File: config.mk
export PLATFORM = sky130hd
export DESIGN_NAME = imem_fetch_sequencer
export DESIGN_NICKNAME = d
export VERILOG_FILES = /design/src/rtl/proc_pkg.sv /design/src/rtl/fetch_out_stage.sv /design/src/rtl/imem_fetch_sequencer.sv
export SDC_FILE = /design/constraint.sdc
export NUM_CORES = 1
export LEC_CHECK = 0
export BUFFER_PORTS_ARGS = -buffer_cell sky130_fd_sc_hd__buf_4
export CAP_MARGIN = 10
export CORE_ASPECT_RATIO = 0.9
export CORE_MARGIN = 3
export CORE_UTILIZATION = 55
export CTS_CLUSTER_SIZE = 8
export DETAILED_ROUTE_END_ITERATION = 12
export GPL_ROUTABILITY_DRIVEN = 0
export PLACE_DENSITY = 0.9
export SYNTH_ARGS = -nofsm -noshare
export SYNTH_HDL_FRONTEND = slang
export SYNTH_SLANG_ARGS = --single-unit
export TNS_END_PERCENT = 100
File: constraint.sdc
create_clock -name clk -period 6.57 [get_ports clk]
set_input_delay 1.6425 -clock clk [delete_from_list [all_inputs] [get_ports clk]]
set_output_delay 1.6425 -clock clk [all_outputs]
set_load 0.1 [all_outputs]
File: src/rtl/proc_pkg.sv
// Shared fetch-side definitions: sequencer states and instruction memory
// constants used by the fetch sequencer, instruction memory and top level.
package proc_pkg;

    typedef enum logic [1:0] {
        FETCH,
        HALT,
        FAULT
    } fetch_state_e;

    localparam int INSTR_BYTES = 4;

    localparam int          DEFAULT_IMEM_BYTES = 76;
    localparam logic [63:0] DEFAULT_RESET_PC   = 64'h0;

endpackage

File: src/rtl/fetch_out_stage.sv
// Single-entry valid/ready register holding one fetched word and its address.
// Flush wins over load; an unloaded transfer empties the entry.
module fetch_out_stage #(
    parameter int ADDR_W  = 64,
    parameter int INSTR_W = 32
) (
    input  logic               clk,
    input  logic               reset,
    input  logic               load,
    input  logic               flush,
    input  logic               ready,
    input  logic [INSTR_W-1:0] instr_in,
    input  logic [ADDR_W-1:0]  pc_in,
    output logic               valid,
    output logic [INSTR_W-1:0] instr,
    output logic [ADDR_W-1:0]  pc
);

    logic               vld_p1;
    logic [INSTR_W-1:0] instr_p1;
    logic [ADDR_W-1:0]  pc_p1;

    // Stage p1: registered word toward decode
    always_ff @(posedge clk) begin
        if (!reset) begin
            vld_p1   <= 1'b0;
            instr_p1 <= '0;
            pc_p1    <= '0;
        end else if (flush) begin
            vld_p1 <= 1'b0;
        end else if (load) begin
            vld_p1   <= 1'b1;
            instr_p1 <= instr_in;
            pc_p1    <= pc_in;
        end else if (vld_p1 && ready) begin
            vld_p1 <= 1'b0;
        end
    end

    assign valid = vld_p1;
    assign instr = instr_p1;
    assign pc    = pc_p1;

endmodule

File: src/rtl/imem_fetch_sequencer.sv
// Instruction fetch sequencer: owns the PC, addresses the combinational imem,
// and feeds one registered word per cycle to decode with redirect/halt/fault.
module imem_fetch_sequencer
    import proc_pkg::*;
#(
    parameter int                ADDR_W     = 64,
    parameter int                INSTR_W    = 32,
    parameter int                IMEM_BYTES = DEFAULT_IMEM_BYTES,
    parameter logic [ADDR_W-1:0] RESET_PC   = ADDR_W'(DEFAULT_RESET_PC),
    parameter int                CNT_W      = 32
) (
    input  logic               clk,
    input  logic               reset,
    output logic [ADDR_W-1:0]  imem_addr,
    input  logic [INSTR_W-1:0] imem_instr,
    input  logic               redirect_valid,
    input  logic [ADDR_W-1:0]  redirect_target,
    input  logic               stall,
    output logic               out_valid,
    input  logic               out_ready,
    output logic [INSTR_W-1:0] out_instr,
    output logic [ADDR_W-1:0]  out_pc,
    output logic               halted,
    output logic               misalign_fault,
    output logic [CNT_W-1:0]   fetch_count
);

    fetch_state_e      state_p0, state_next;
    logic [ADDR_W-1:0] pc_p0, pc_next;
    logic [CNT_W-1:0]  cnt_p0;

    logic [ADDR_W:0]   pc_plus4;
    logic              in_range;
    logic              load;
    logic              flush;
    logic              xfer;

    // One extra bit so that pc+4 wrapping past 2^ADDR_W reads as out of range.
    assign pc_plus4 = {1'b0, pc_p0} + (ADDR_W+1)'(INSTR_BYTES);
    assign in_range = pc_plus4 <= (ADDR_W+1)'(IMEM_BYTES);

    assign xfer  = out_valid && out_ready;
    assign flush = redirect_valid && (state_p0 != FAULT);
    assign load  = (state_p0 == FETCH) && (!out_valid || out_ready) && !stall
                   && !redirect_valid && in_range;

    always_comb begin
        state_next = state_p0;
        pc_next    = pc_p0;
        case (state_p0)
            FETCH, HALT: begin
                if (redirect_valid) begin
                    if (redirect_target[1:0] == 2'b00) begin
                        pc_next    = redirect_target;
                        state_next = FETCH;
                    end else begin
                        state_next = FAULT;
                    end
                end else if (state_p0 == FETCH) begin
                    if (load) begin
                        pc_next = pc_plus4[ADDR_W-1:0];
                    end else if (!in_range) begin
                        state_next = HALT;
                    end
                end
            end
            default: ;
        endcase
    end

    // Stage p0: PC, sequencer state and handshake counter
    always_ff @(posedge clk) begin
        if (!reset) begin
            state_p0 <= FETCH;
            pc_p0    <= RESET_PC;
            cnt_p0   <= '0;
        end else begin
            state_p0 <= state_next;
            pc_p0    <= pc_next;
            if (xfer) begin
                cnt_p0 <= cnt_p0 + CNT_W'(1);
            end
        end
    end

    fetch_out_stage #(
        .ADDR_W  (ADDR_W),
        .INSTR_W (INSTR_W)
    ) u_out_stage (
        .clk      (clk),
        .reset    (reset),
        .load     (load),
        .flush    (flush),
        .ready    (out_ready),
        .instr_in (imem_instr),
        .pc_in    (pc_p0),
        .valid    (out_valid),
        .instr    (out_instr),
        .pc       (out_pc)
    );

    assign imem_addr      = pc_p0;
    assign halted         = (state_p0 == HALT);
    assign misalign_fault = (state_p0 == FAULT);
    assign fetch_count    = cnt_p0;

endmodule

Word level (Yosys, flattened, before mapping)

Index checks and enable logic that the tools add are counted.

Output and inout bits: 195
Input bits: 101
Register bits: 195
Logic and storage cells: 48

Reduce and logical (&&, ||, !) cells: 20
$lt $le $gt $ge: 1
$add $sub $neg: 2
Eq/ne operators: 6
Bitwise gates (word level): 2
Multiplexer cells: 11

Operators with widths:

| operator                | number |
|---|---|
| $mux W64                | 4 |
| $add A64 B3 Y65 const B | 1 |
| $le A65 B7 Y1 const B   | 1 |
| $add A32 B1 Y32 const B | 1 |
| $mux W2                 | 5 |
| $reduce_and A4 Y1       | 2 |
| $logic_and A1 B1 Y1     | 6 |
| $ne A2 B2 Y1 const B    | 3 |
| $reduce_bool A2 Y1      | 3 |
| $logic_not A2 Y1        | 2 |
| $reduce_or A2 Y1        | 2 |
| $logic_not A1 Y1        | 3 |
| $eq A2 B1 Y1 const B    | 1 |
| $eq A2 B2 Y1 const B    | 1 |
| $mux W1                 | 2 |
| $ne A2 B1 Y1 const B    | 1 |
| $not A1 Y1              | 2 |
| $reduce_and A2 Y1       | 1 |
| $logic_or A1 B1 Y1      | 1 |

Logic depth before layout (Yosys ltp)

Gate-level depths: netlist of the first run.

Word-level depth: 9
Gate-level depth with buffers: 16
Gate-level depth less buffers: 11

Cells and area by module

From an unflattened synthesis of the first run, not the netlist that was laid out.

Cell total of the unflattened synthesis: 1,283
Area total of the unflattened synthesis: 10,244.8 um^2

Modules (own cells, without submodules):

| module               | cells an instance | times used | seq. area each (um^2) | area an instance (um^2) |
|---|---|---|---|---|
| imem_fetch_sequencer | 862               | 1          | 1,961.9               | 6,379.9 |
| fetch_out_stage      | 421               | 1          | 1,941.9               | 3,865.0 |

Worst setup path before layout of the first run

Ideal clock, no wire load.

Path type: register to register
From: register pc_p0[2], in the netlist imem_addr[2]
To: register pc_p0[2], in the netlist imem_addr[2]
Cell stages (with the launch flop): 14
Library setup time: 118 ps
Clock period less this slack: 4,577 ps
Data arrival time: 4,459 ps
Data required time: 6,452 ps
Path slack: 1,993 ps
Path buffers: 2
Cell sequence: dfxtp_1 ha_1 nand3_1 or4_1 nor3_1 xnor2_1 a31oi_1 or4_1 nor4b_2 and4_1 buf_4 buf_6 o221ai_1 a32o_1

Cells in the longest elaborated chain, start to end: 5
Elaborated cells between the ends (all ways): 8
Those cells by class: add/sub (1); order compare (1); mux (3); reduce/logical (3)

RTL lines:

| what                         | RTL line                   | text |
|---|---|---|
| start: declaration           | imem_fetch_sequencer.sv:29 | `logic [ADDR_W-1:0] pc_p0, pc_next;` |
| start signal: assignment     | imem_fetch_sequencer.sv:79 | `pc_p0 <= pc_next;` |
| $add A64 B3 Y65 *            | imem_fetch_sequencer.sv:39 | `assign pc_plus4 = {1'b0, pc_p0} + (ADDR_W+1)'(INSTR_BYTES);` |
| $le A65 B7 Y1                | imem_fetch_sequencer.sv:40 | `assign in_range = pc_plus4 <= (ADDR_W+1)'(IMEM_BYTES);` |
| $logic_and A1 B1 Y1          | imem_fetch_sequencer.sv:45 | `&& !redirect_valid && in_range;` |
| $reduce_bool A2 Y1 (no line) | -                          |  |
| $reduce_and A4 Y1 (no line)  | -                          |  |

Every way passes the cells marked *; elsewhere a longest branch is shown, timed or not. The select of a mux whose other input is x is not followed.
A chain may end at the register's enable or synchronous reset.

Final worst setup path of the first run

From: register pc_p0[5], in the netlist imem_addr[5]
To: register u_out_stage.instr_p1[3], in the netlist u_out_stage.instr[3]

Cells in the longest elaborated chain, start to end: 4

RTL lines:

| what                        | RTL line                   | text |
|---|---|---|
| $add A64 B3 Y65             | imem_fetch_sequencer.sv:39 |  |
| $le A65 B7 Y1               | imem_fetch_sequencer.sv:40 |  |
| $logic_and A1 B1 Y1         | imem_fetch_sequencer.sv:45 |  |
| $reduce_and A2 Y1 (no line) | -                          |  |
| end signal: assignment      | fetch_out_stage.sv:33      | `instr_p1 <= instr_in;` |
| end: declaration            | fetch_out_stage.sv:20      | `logic [INSTR_W-1:0] instr_p1;` |

Every way passes these cells.

==> impl_metrics.env, run 1 <==
export IMPL_drtPass1Iterations=6
export IMPL_final_setup_viol_count=0
export IMPL_ys_top_cells_by_area="dfxtp_1, mux2i_1, nand2_1, nor2_1, and2_1"
export IMPL_cts_made_buffers=17
export IMPL_crit_path_end="u_out_stage.instr[3]"
export IMPL_critPathMaxFanout=36
export IMPL_htreeDepth=4
export IMPL_hold_violations=0
export IMPL_cts_repair_resized=0
export IMPL_start_util=0.576
export IMPL_relSlewSlack=0.193
export IMPL_drt_initial_drc_count=955
export IMPL_synth_seq_cells=195
export IMPL_maxSlewViolCount=0
export IMPL_clockRootBuffer="clkbuf_16"
export IMPL_p_leak_nw=4.81
export IMPL_ff_latch_area_mm2=0.00390
export IMPL_cts_buffer_depth=2
export IMPL_cp_depth=11
export IMPL_final_period_utilization=0.788
export IMPL_cts_sinks=195
export IMPL_min_path_type="reg -> reg"
export IMPL_cts_setup_buffers=0
export IMPL_endpoint_kind="flip-flop"
export IMPL_syn_avg_cell_area_um2=8.38
export IMPL_synth_top_area_share=0.430
export IMPL_grt_pass1_wl_um=45600
export IMPL_postSynthCellCount=1083
export IMPL_io_buffers=295
export IMPL_outcome="complete, no violations"
export IMPL_dp_hpwl_um=21400
export IMPL_dominantRegCellSynth="dfxtp_1"
export IMPL_crit_required_ns=6.88
export IMPL_tns_ns=0
export IMPL_reg2reg_depth=11
export IMPL_cp_num_buf_inv=1
export IMPL_grtUsageTotal=0.310
export IMPL_ys_top_cells_by_count="dfxtp_1, nand2_1, nor2_1, and2_1"
export IMPL_wl_um=29500
export IMPL_p_per_area_mw_per_mm2=230
export IMPL_synth_edf_count=0
export IMPL_fin_nets=1430
export IMPL_max_cap_viol_count=0
export IMPL_seq_area_frac_synth=0.430
export IMPL_antenna_cells=0
export IMPL_vias=9295
export IMPL_design_power_total_mw=2.73
export IMPL_vdd_drop_max_mv=0.221
export IMPL_reg2reg_to="u_out_stage.instr[3]"
export IMPL_syn_area_mm2=0.00908
export IMPL_yosysMostFrequentCell="dfxtp_1"
export IMPL_first_global_vias=8554
export IMPL_hold_buffers=0
export IMPL_reg2reg_from="imem_addr[5]"
export IMPL_tightest_slew_ns=1.21
export IMPL_fin_crit_ns=5.17
export IMPL_fmax_ghz=0.193
export IMPL_crit_family="simple AND/OR/NAND/NOR gates"
export IMPL_path_class="reg -> reg"
export IMPL_synthToLayoutAreaGrowth_pct=31.1
export IMPL_crit_start="imem_addr[5]"
export IMPL_clk_transition_reported_paths_ns=0.08
export IMPL_skew_ns=0.0179
export IMPL_drc=0
export IMPL_synthDistinctLibCells=61
export IMPL_grt_max_degree=63
export IMPL_startpoint_type="flip-flop"
export IMPL_tritoncts="done"
export IMPL_crit_arrival_ns=5.49
export IMPL_drt_wirelength_per_cell_um=19.1
export IMPL_num_rows=43
export IMPL_fp_dieH_um=128
export IMPL_synth_warnings=0
export IMPL_async_flop_share=0
export IMPL_die_area_mm2=0.0181
export IMPL_rrSetupSlack_ns=1.40
export IMPL_overflow=0
export IMPL_syn_num_nets=1187
export IMPL_vias_per_cell=6.03
export IMPL_ios=296
export IMPL_drtAntennaViolNets=0
export IMPL_core_mm2=0.0158
export IMPL_rsz0062_at_grt="false"
export IMPL_antenna_found_initial=0
export IMPL_worstSkewPairLatency_ns=0.44
export IMPL_synth_top_area_cell="dfxtp_1"
export IMPL_worstPathCellList="nand4_1 -> nor4_1 -> nand4b_1 -> nor3_1 -> xnor2_1 -> or4_1 -> nor4b_2 -> and4_2 -> buf_4 -> mux2i_1 -> nor2_1"
export IMPL_drive_above_1_share=0.268
export IMPL_critPathMaxStageDelay_ns=0.64
export IMPL_fillers=1110
export IMPL_slowest_stage="nor4_1"
export IMPL_fp_dieW_um=141
export IMPL_multi_input_comb_area_mm2=0.00477
## stage by stage
stage	utilization	hold WS [ns]	cells	setup WS (ns)	instance area (um2)
CTS	0.755	0.471	1541	1.59	11900
detailed placement	0.714	0.447	1509	1.62	11300
finish	0.755	0.468	1541	1.40	11900
global route	0.755	0.480	1541	1.22	11900
floorplan	-	0.653	1083	1.99	9080
global placement	0.714	0.443	1509	1.80	11300
## sequential cells by signal, indices dropped and copies added, names as in the netlist
name	cells
u_out_stage.pc	64
state_p0	2
u_out_stage.valid	1
u_out_stage.instr	32
fetch_count	32
imem_addr	64
## how the worst min path moves through the flow
stage                            start                  to  cells after the start
global placement    u_out_stage.pc[59]  u_out_stage.pc[59]                      1
floorplan                  state_p0[0]         state_p0[0]                      3
global route        u_out_stage.pc[36]  u_out_stage.pc[36]                      1
finish              u_out_stage.pc[29]  u_out_stage.pc[29]                      1
detailed placement  u_out_stage.pc[17]  u_out_stage.pc[17]                      1
CTS                 u_out_stage.pc[38]  u_out_stage.pc[38]                      1
## cell type report
class                      instances  area share
tap                              202      0.0212
timing repair buffer             301       0.190
clock inverter                    15      0.0180
inverter                          19     0.00599
sequential                       195       0.328
clock buffer                      17      0.0358
multi-input combinational        792       0.401
## cells by family after synthesis
family,synth area share
compound gates,0.122
xor+xnor,0.0550
mux,0.0554
simple gates,0.287
buf+inv,0.0462
fa+ha+maj,0.00414
flops,0.430
## layout by cell type (no fill, tap or decap), types with 3 or more instances in the layout
cell type | synthesis | final
buf_4 | 2 | 301
dfxtp_1 | 195 | 195
nand2_1 | 124 | 124
nor2_1 | 111 | 109
and2_1 | 63 | 63
o21ai_0 | 57 | 57
a21oi_1 | 51 | 51
mux2i_1 | 48 | 48
nor3_1 | 40 | 40
nand4_1 | 34 | 34
nor4_1 | 34 | 34
nand3_1 | 32 | 32
xor2_1 | 32 | 32
xnor2_1 | 25 | 25
inv_1 | 17 | 17
clkbuf_16 | 0 | 17
or4_1 | 14 | 14
or3_1 | 11 | 11
o31ai_1 | 9 | 9
a22o_1 | 9 | 9
and4_1 | 9 | 8
or2_2 | 8 | 8
a31oi_1 | 8 | 8
and3_1 | 8 | 8
a22oi_1 | 8 | 8
a211oi_1 | 6 | 6
nor4b_1 | 6 | 6
clkinv_8 | 0 | 6
inv_12 | 0 | 5
a32o_1 | 4 | 4
nand2b_1 | 3 | 3
ha_1 | 3 | 3
inv_6 | 0 | 3
## metal layers
layer / vias to the layer above / GRT usage / wire length [um]
met5: - / 0 / 0
met3: 84 / 0.0884 / 3250
met2: 542 / 0.493 / 13500
li1: 4315 / - / -
met1: 4354 / 0.406 / 11800
met4: 0 / 0.108 / 923
## report_power, final
group | internal [mW] | switching, mW
combinational | 0.121 | 0.277
clock | 0.534 | 0.562
sequential | 1.20 | 0.0376
Power figures use the tool's default switching activity.
==> run 2: changes to the inputs <==
CORE_UTILIZATION = 51   (was 55)
PLACE_DENSITY = 0.84   (was 0.9)
clock period = 4.9 ns   (was 6.57 ns; I/O delays follow)
==> impl_metrics.env, run 2 (synthesized netlist as in run 1, its figures left out) <==
export IMPL_outcome="complete, no violations"
export IMPL_grt_pass1_wl_um=46000
export IMPL_fillers=1352
export IMPL_cts_made_buffers=17
export IMPL_fp_dieW_um=147
export IMPL_vias=9160
export IMPL_drtAntennaViolNets=0
export IMPL_wl_um=29300
export IMPL_cts_sinks=195
export IMPL_cts_repair_resized=0
export IMPL_multi_input_comb_area_mm2=0.00476
export IMPL_hold_buffers=0
export IMPL_p_seq_frac=0.449
export IMPL_startpoint_type="flip-flop"
export IMPL_min_path_type="reg -> reg"
export IMPL_cts_setup_buffers=0
export IMPL_core_mm2=0.0172
export IMPL_drc=0
export IMPL_most_common_layout_cells="buf_4, dfxtp_1, nand2_1"
export IMPL_max_cap_viol_count=0
export IMPL_drive_above_1_share=0.274
export IMPL_reg2reg_depth=13
export IMPL_fin_nets=1441
export IMPL_hold_slack_ns=0.466
export IMPL_first_global_vias=8599
export IMPL_fin_crit_ns=4.60
export IMPL_vias_per_cell=5.78
export IMPL_p_per_area_mw_per_mm2=307
export IMPL_ios=296
export IMPL_p_leak_nw=4.88
export IMPL_grt_max_degree=68
export IMPL_io_buffers=295
export IMPL_grtUsageTotal=0.287
export IMPL_drtPass1Iterations=5
export IMPL_die_area_mm2=0.0194
export IMPL_overflow=0
export IMPL_switching_share=0.323
export IMPL_clk_transition_reported_paths_ns=0.08
export IMPL_reg2reg_to="imem_addr[20]"
export IMPL_start_util=0.529
export IMPL_tritoncts="done"
export IMPL_power_internal_mw=2.50
export IMPL_reg2reg_from="imem_addr[2]"
export IMPL_critPathMaxFanout=42
export IMPL_hold_violations=0
export IMPL_crit_start="imem_addr[2]"
export IMPL_dp_cells=1553
export IMPL_final_period_utilization=0.938
export IMPL_fmax_ghz=0.218
export IMPL_drt_initial_drc_count=893
export IMPL_tns_ns=0
export IMPL_p_switching_mw=1.20
export IMPL_dp_hpwl_um=21300
export IMPL_rrSetupSlack_ns=0.30
export IMPL_pwr_share_clk=0.404
export IMPL_endpoint_kind="flip-flop"
export IMPL_antenna_found_initial=0
export IMPL_layout_commonest_cell="buf_4"
export IMPL_final_setup_viol_count=0
export IMPL_cts_buffer_depth=2
export IMPL_antenna_cells=0
export IMPL_pre_cts_ws_ns=0.438
export IMPL_htreeDepth=4
export IMPL_crit_arrival_ns=4.95
export IMPL_fp_dieH_um=133
export IMPL_synthToLayoutAreaGrowth_pct=32.8
export IMPL_crit_path_end="imem_addr[20]"
export IMPL_rsz0062_at_grt="false"
export IMPL_crit_required_ns=5.26
export IMPL_p_comb_frac=0.147
export IMPL_skew_ns=0.0215
export IMPL_tightest_slew_ns=0.678
export IMPL_path_class="reg -> reg"
export IMPL_fin_ws_ns=0.304
export IMPL_design_power_total_mw=3.70
export IMPL_maxSlewViolCount=0
export IMPL_relSlewSlack=0.548
export IMPL_ff_latch_area_mm2=0.00390
export IMPL_clockRootBuffer="clkbuf_16"
export IMPL_worstSkewPairLatency_ns=0.45
export IMPL_drt_wirelength_per_cell_um=18.5
export IMPL_num_rows=45
export IMPL_finalNonFillerCells=1585
export IMPL_vdd_drop_max_mv=0.255
==> run 2: power by group through the flow <==
stage	logic (mW)	clock network (mW)	registers, mW
finish	0.543	1.49	1.66
global route	0.570	1.57	1.67
CTS	0.541	1.50	1.66
detailed placement	0.538	0	1.70
global placement	0.533	0	1.70
floorplan	0.201	0	1.87
==> run 2: worst min-delay path by stage <==
stage	slack, ns	endpoint	cells past startpoint	from
3_5_place_dp	0.44	u_out_stage.pc[52]	1	u_out_stage.pc[52]
2_1_floorplan	0.65	state_p0[0]	3	state_p0[0]
4_1_cts	0.47	u_out_stage.pc[56]	1	u_out_stage.pc[56]
3_3_place_gp	0.44	u_out_stage.pc[37]	1	u_out_stage.pc[37]
5_1_grt	0.49	u_out_stage.pc[52]	1	u_out_stage.pc[52]
6_report	0.47	u_out_stage.pc[12]	1	u_out_stage.pc[12]
==> run 2: stage by stage <==
step                utilization  area (um2)
floorplan                     -        9080
global placement          0.664       11400
detailed placement        0.664       11400
CTS                       0.702       12100
global route              0.702       12100
finish                    0.702       12100
==> run 2: area by class of cell <==
class | instances | share of cell area
Clock buffer | 17 | 0.0353
Clock inverter | 15 | 0.0186
Inverter | 19 | 0.00592
Multi-Input combinational cell | 792 | 0.395
Sequential cell | 195 | 0.324
Tap cell | 235 | 0.0244
Timing Repair Buffer | 312 | 0.196
==> run 2: metal layers <==
| layer | track usage | share of wire |
|---|---|---|
| met1 | 0.385 | 0.42 |
| met2 | 0.459 | 0.47 |
| met3 | 0.0877 | 0.099 |
| met4 | 0.0648 | 0.017 |
| met5 | 0 | 0 |
==> run 2: critical path, stage by stage, from the launching register on <==
cell and delay [ns]:
dfxtp_1 0.49, ha_1 0.33, nand3_1 0.23, or4_1 0.69, o31a_1 0.33, a211oi_2 0.20, nand4_1 0.13, or4_1 0.58
nor4b_2 0.30, and4_2 0.40, buf_12 0.23, o21ai_2 0.08, buf_4 0.26, o21ai_0 0.24
==> run 3: changes to the inputs <==
==> constraint.sdc (replaced) <==
create_clock -name clk -period 4.9 [get_ports clk]
set_input_delay 0.245 -clock clk [delete_from_list [all_inputs] [get_ports clk]]
set_output_delay 0.245 -clock clk [all_outputs]
set_load 0.1 [all_outputs]
==> impl_metrics.env, run 3 (synthesized netlist as in run 1, its figures left out) <==
export IMPL_tns_ns=0
export IMPL_p_per_area_mw_per_mm2=312
export IMPL_dp_cells=1552
export IMPL_relSlewSlack=0.546
export IMPL_reg2reg_from="imem_addr[3]"
export IMPL_rrSetupSlack_ns=0.30
export IMPL_layout_commonest_cell="buf_4"
export IMPL_min_path_type="in -> reg"
export IMPL_most_common_layout_cells="buf_4, dfxtp_1, nand2_1"
export IMPL_p_leak_nw=4.89
export IMPL_wl_um=29900
export IMPL_overflow=0
export IMPL_slowest_stage="or4_1"
export IMPL_start_util=0.529
export IMPL_crit_arrival_ns=4.94
export IMPL_vias_per_cell=5.88
export IMPL_antenna_cells=0
export IMPL_finalNonFillerCells=1585
export IMPL_reg2reg_depth=13
export IMPL_max_cap_viol_count=0
export IMPL_grt_max_degree=62
export IMPL_hold_violations=0
export IMPL_worstSkewPairLatency_ns=0.46
export IMPL_path_class="reg -> reg"
export IMPL_htreeDepth=4
export IMPL_skew_ns=0.0223
export IMPL_grt_pass1_wl_um=46200
export IMPL_drt_initial_drc_count=1098
export IMPL_synthToLayoutAreaGrowth_pct=32.8
export IMPL_fin_crit_ns=4.60
export IMPL_final_period_utilization=0.938
export IMPL_fp_dieH_um=133
export IMPL_drc=0
export IMPL_grtUsageTotal=0.292
export IMPL_worstPathCellList="ha_1 -> nand3_1 -> or4_1 -> o31a_1 -> a211oi_2 -> nand4_1 -> or4_1 -> nor4b_2 -> and4_4 -> buf_4 -> nor2_2 -> buf_4 -> and2_1"
export IMPL_critPathMaxFanout=48
export IMPL_tightest_slew_ns=0.675
export IMPL_crit_path_end="u_out_stage.pc[50]"
export IMPL_crit_start="imem_addr[3]"
export IMPL_tritoncts="done"
export IMPL_rsz0062_at_grt="false"
export IMPL_io_buffers=295
export IMPL_num_rows=45
export IMPL_drtPass1Iterations=5
export IMPL_vias=9322
export IMPL_cts_sinks=195
export IMPL_cts_made_buffers=17
export IMPL_reg2reg_to="u_out_stage.pc[50]"
export IMPL_antenna_found_initial=0
export IMPL_fillers=1299
export IMPL_crit_required_ns=5.25
export IMPL_fin_nets=1441
export IMPL_vdd_drop_max_mv=0.230
export IMPL_clockRootBuffer="clkbuf_16"
export IMPL_drive_above_1_share=0.274
export IMPL_first_global_vias=8545
export IMPL_critPathMaxStageDelay_ns=0.69
export IMPL_final_setup_viol_count=0
export IMPL_maxSlewViolCount=0
export IMPL_drtAntennaViolNets=0
export IMPL_endpoint_kind="flip-flop"
export IMPL_drt_wirelength_per_cell_um=18.8
export IMPL_core_mm2=0.0172
export IMPL_ios=296
export IMPL_cts_buffer_depth=2
export IMPL_outcome="complete, no violations"
export IMPL_clk_transition_reported_paths_ns=0.09
export IMPL_startpoint_type="flip-flop"
export IMPL_dp_hpwl_um=21400
export IMPL_fmax_ghz=0.218
export IMPL_fp_dieW_um=147
export IMPL_die_area_mm2=0.0194
==> run 3: changes by cell type in the layout (fill, tap and decap cells not counted) <==
cell      before  now
and4_2         1    0
and4_4         0    1
buf_12         2    1
buf_4        310  311
clkinv_8       6    3
inv_12         3    4
inv_16         2    4
inv_6          3    1
inv_8          1    3
==> run 3: metal layers <==
| layer | global-route usage | vias up | share of wire |
|---|---|---|---|
| met5 | 0 | - | 0 |
| met4 | 0.0977 | 0 | 0.030 |
| met3 | 0.0873 | 70 | 0.10 |
| met2 | 0.450 | 521 | 0.45 |
| met1 | 0.392 | 4393 | 0.42 |
| li1 | - | 4338 | - |
==> run 3: worst min-delay path by stage <==
stage / from / cells after the start / endpoint / slack (ns)
after floorplan: imem_instr[0] / 2 / u_out_stage.instr[0] / 0.39
after global placement: u_out_stage.pc[50] / 1 / u_out_stage.pc[50] / 0.44
after detailed placement: u_out_stage.pc[10] / 1 / u_out_stage.pc[10] / 0.45
after CTS: imem_instr[11] / 3 / u_out_stage.instr[11] / 0.02
after global routing: imem_instr[24] / 3 / u_out_stage.instr[24] / 0.01
final: imem_instr[12] / 3 / u_out_stage.instr[12] / 0.02
==> run 3: report_power, final <==
| part | internal (mW) | total, mW | leakage, nW | switching (mW) |
|---|---|---|---|---|
| clock network | 0.739 | 1.55 | 0.321 | 0.815 |
| logic | 0.167 | 0.544 | 2.99 | 0.377 |
| registers | 1.61 | 1.66 | 1.57 | 0.0484 |
==> run 3: area by class of cell <==
| type | instances | area (um2) | area share |
|---|---|---|---|
| repair buffers | 312 | 2350 | 0.195 |
| well taps | 235 | 294 | 0.0244 |
| clock buffers | 17 | 425 | 0.0353 |
| multi-input cells | 792 | 4770 | 0.395 |
| inverters | 19 | 71.3 | 0.00592 |
| flip-flops and latches | 195 | 3900 | 0.324 |
| clock inverters | 15 | 236 | 0.0196 |
==> run 3: what timing repair did <==
action / in CTS / in global routing
resized for setup: 0 / 1
hold buffers: 0 / 0
endpoints found under the hold margin: 0 / 0
buffers inserted: 0 / 1
endpoints found under the setup margin: 0 / 50
==> run 3: critical path: cells and delay by family, from the launching register on <==
family	cells	cell delay, ns
buf+inv	2	0.45
fa+ha+maj	1	0.31
simple gates	8	2.65
flops	1	0.46
compound gates	2	0.61
==> run 3: through the flow <==
step	hold slack, ns	power, mW	util	setup slack (ns)	instance area (um2)
detailed placement	0.445	2.23	0.663	0.400	11400
global route	0.0136	3.87	0.702	0.0644	12100
CTS	0.0151	3.76	0.701	0.322	12000
global placement	0.444	2.23	0.663	0.548	11400
floorplan	0.392	2.07	-	0.323	9080
finish	0.0202	3.76	0.702	0.304	12100
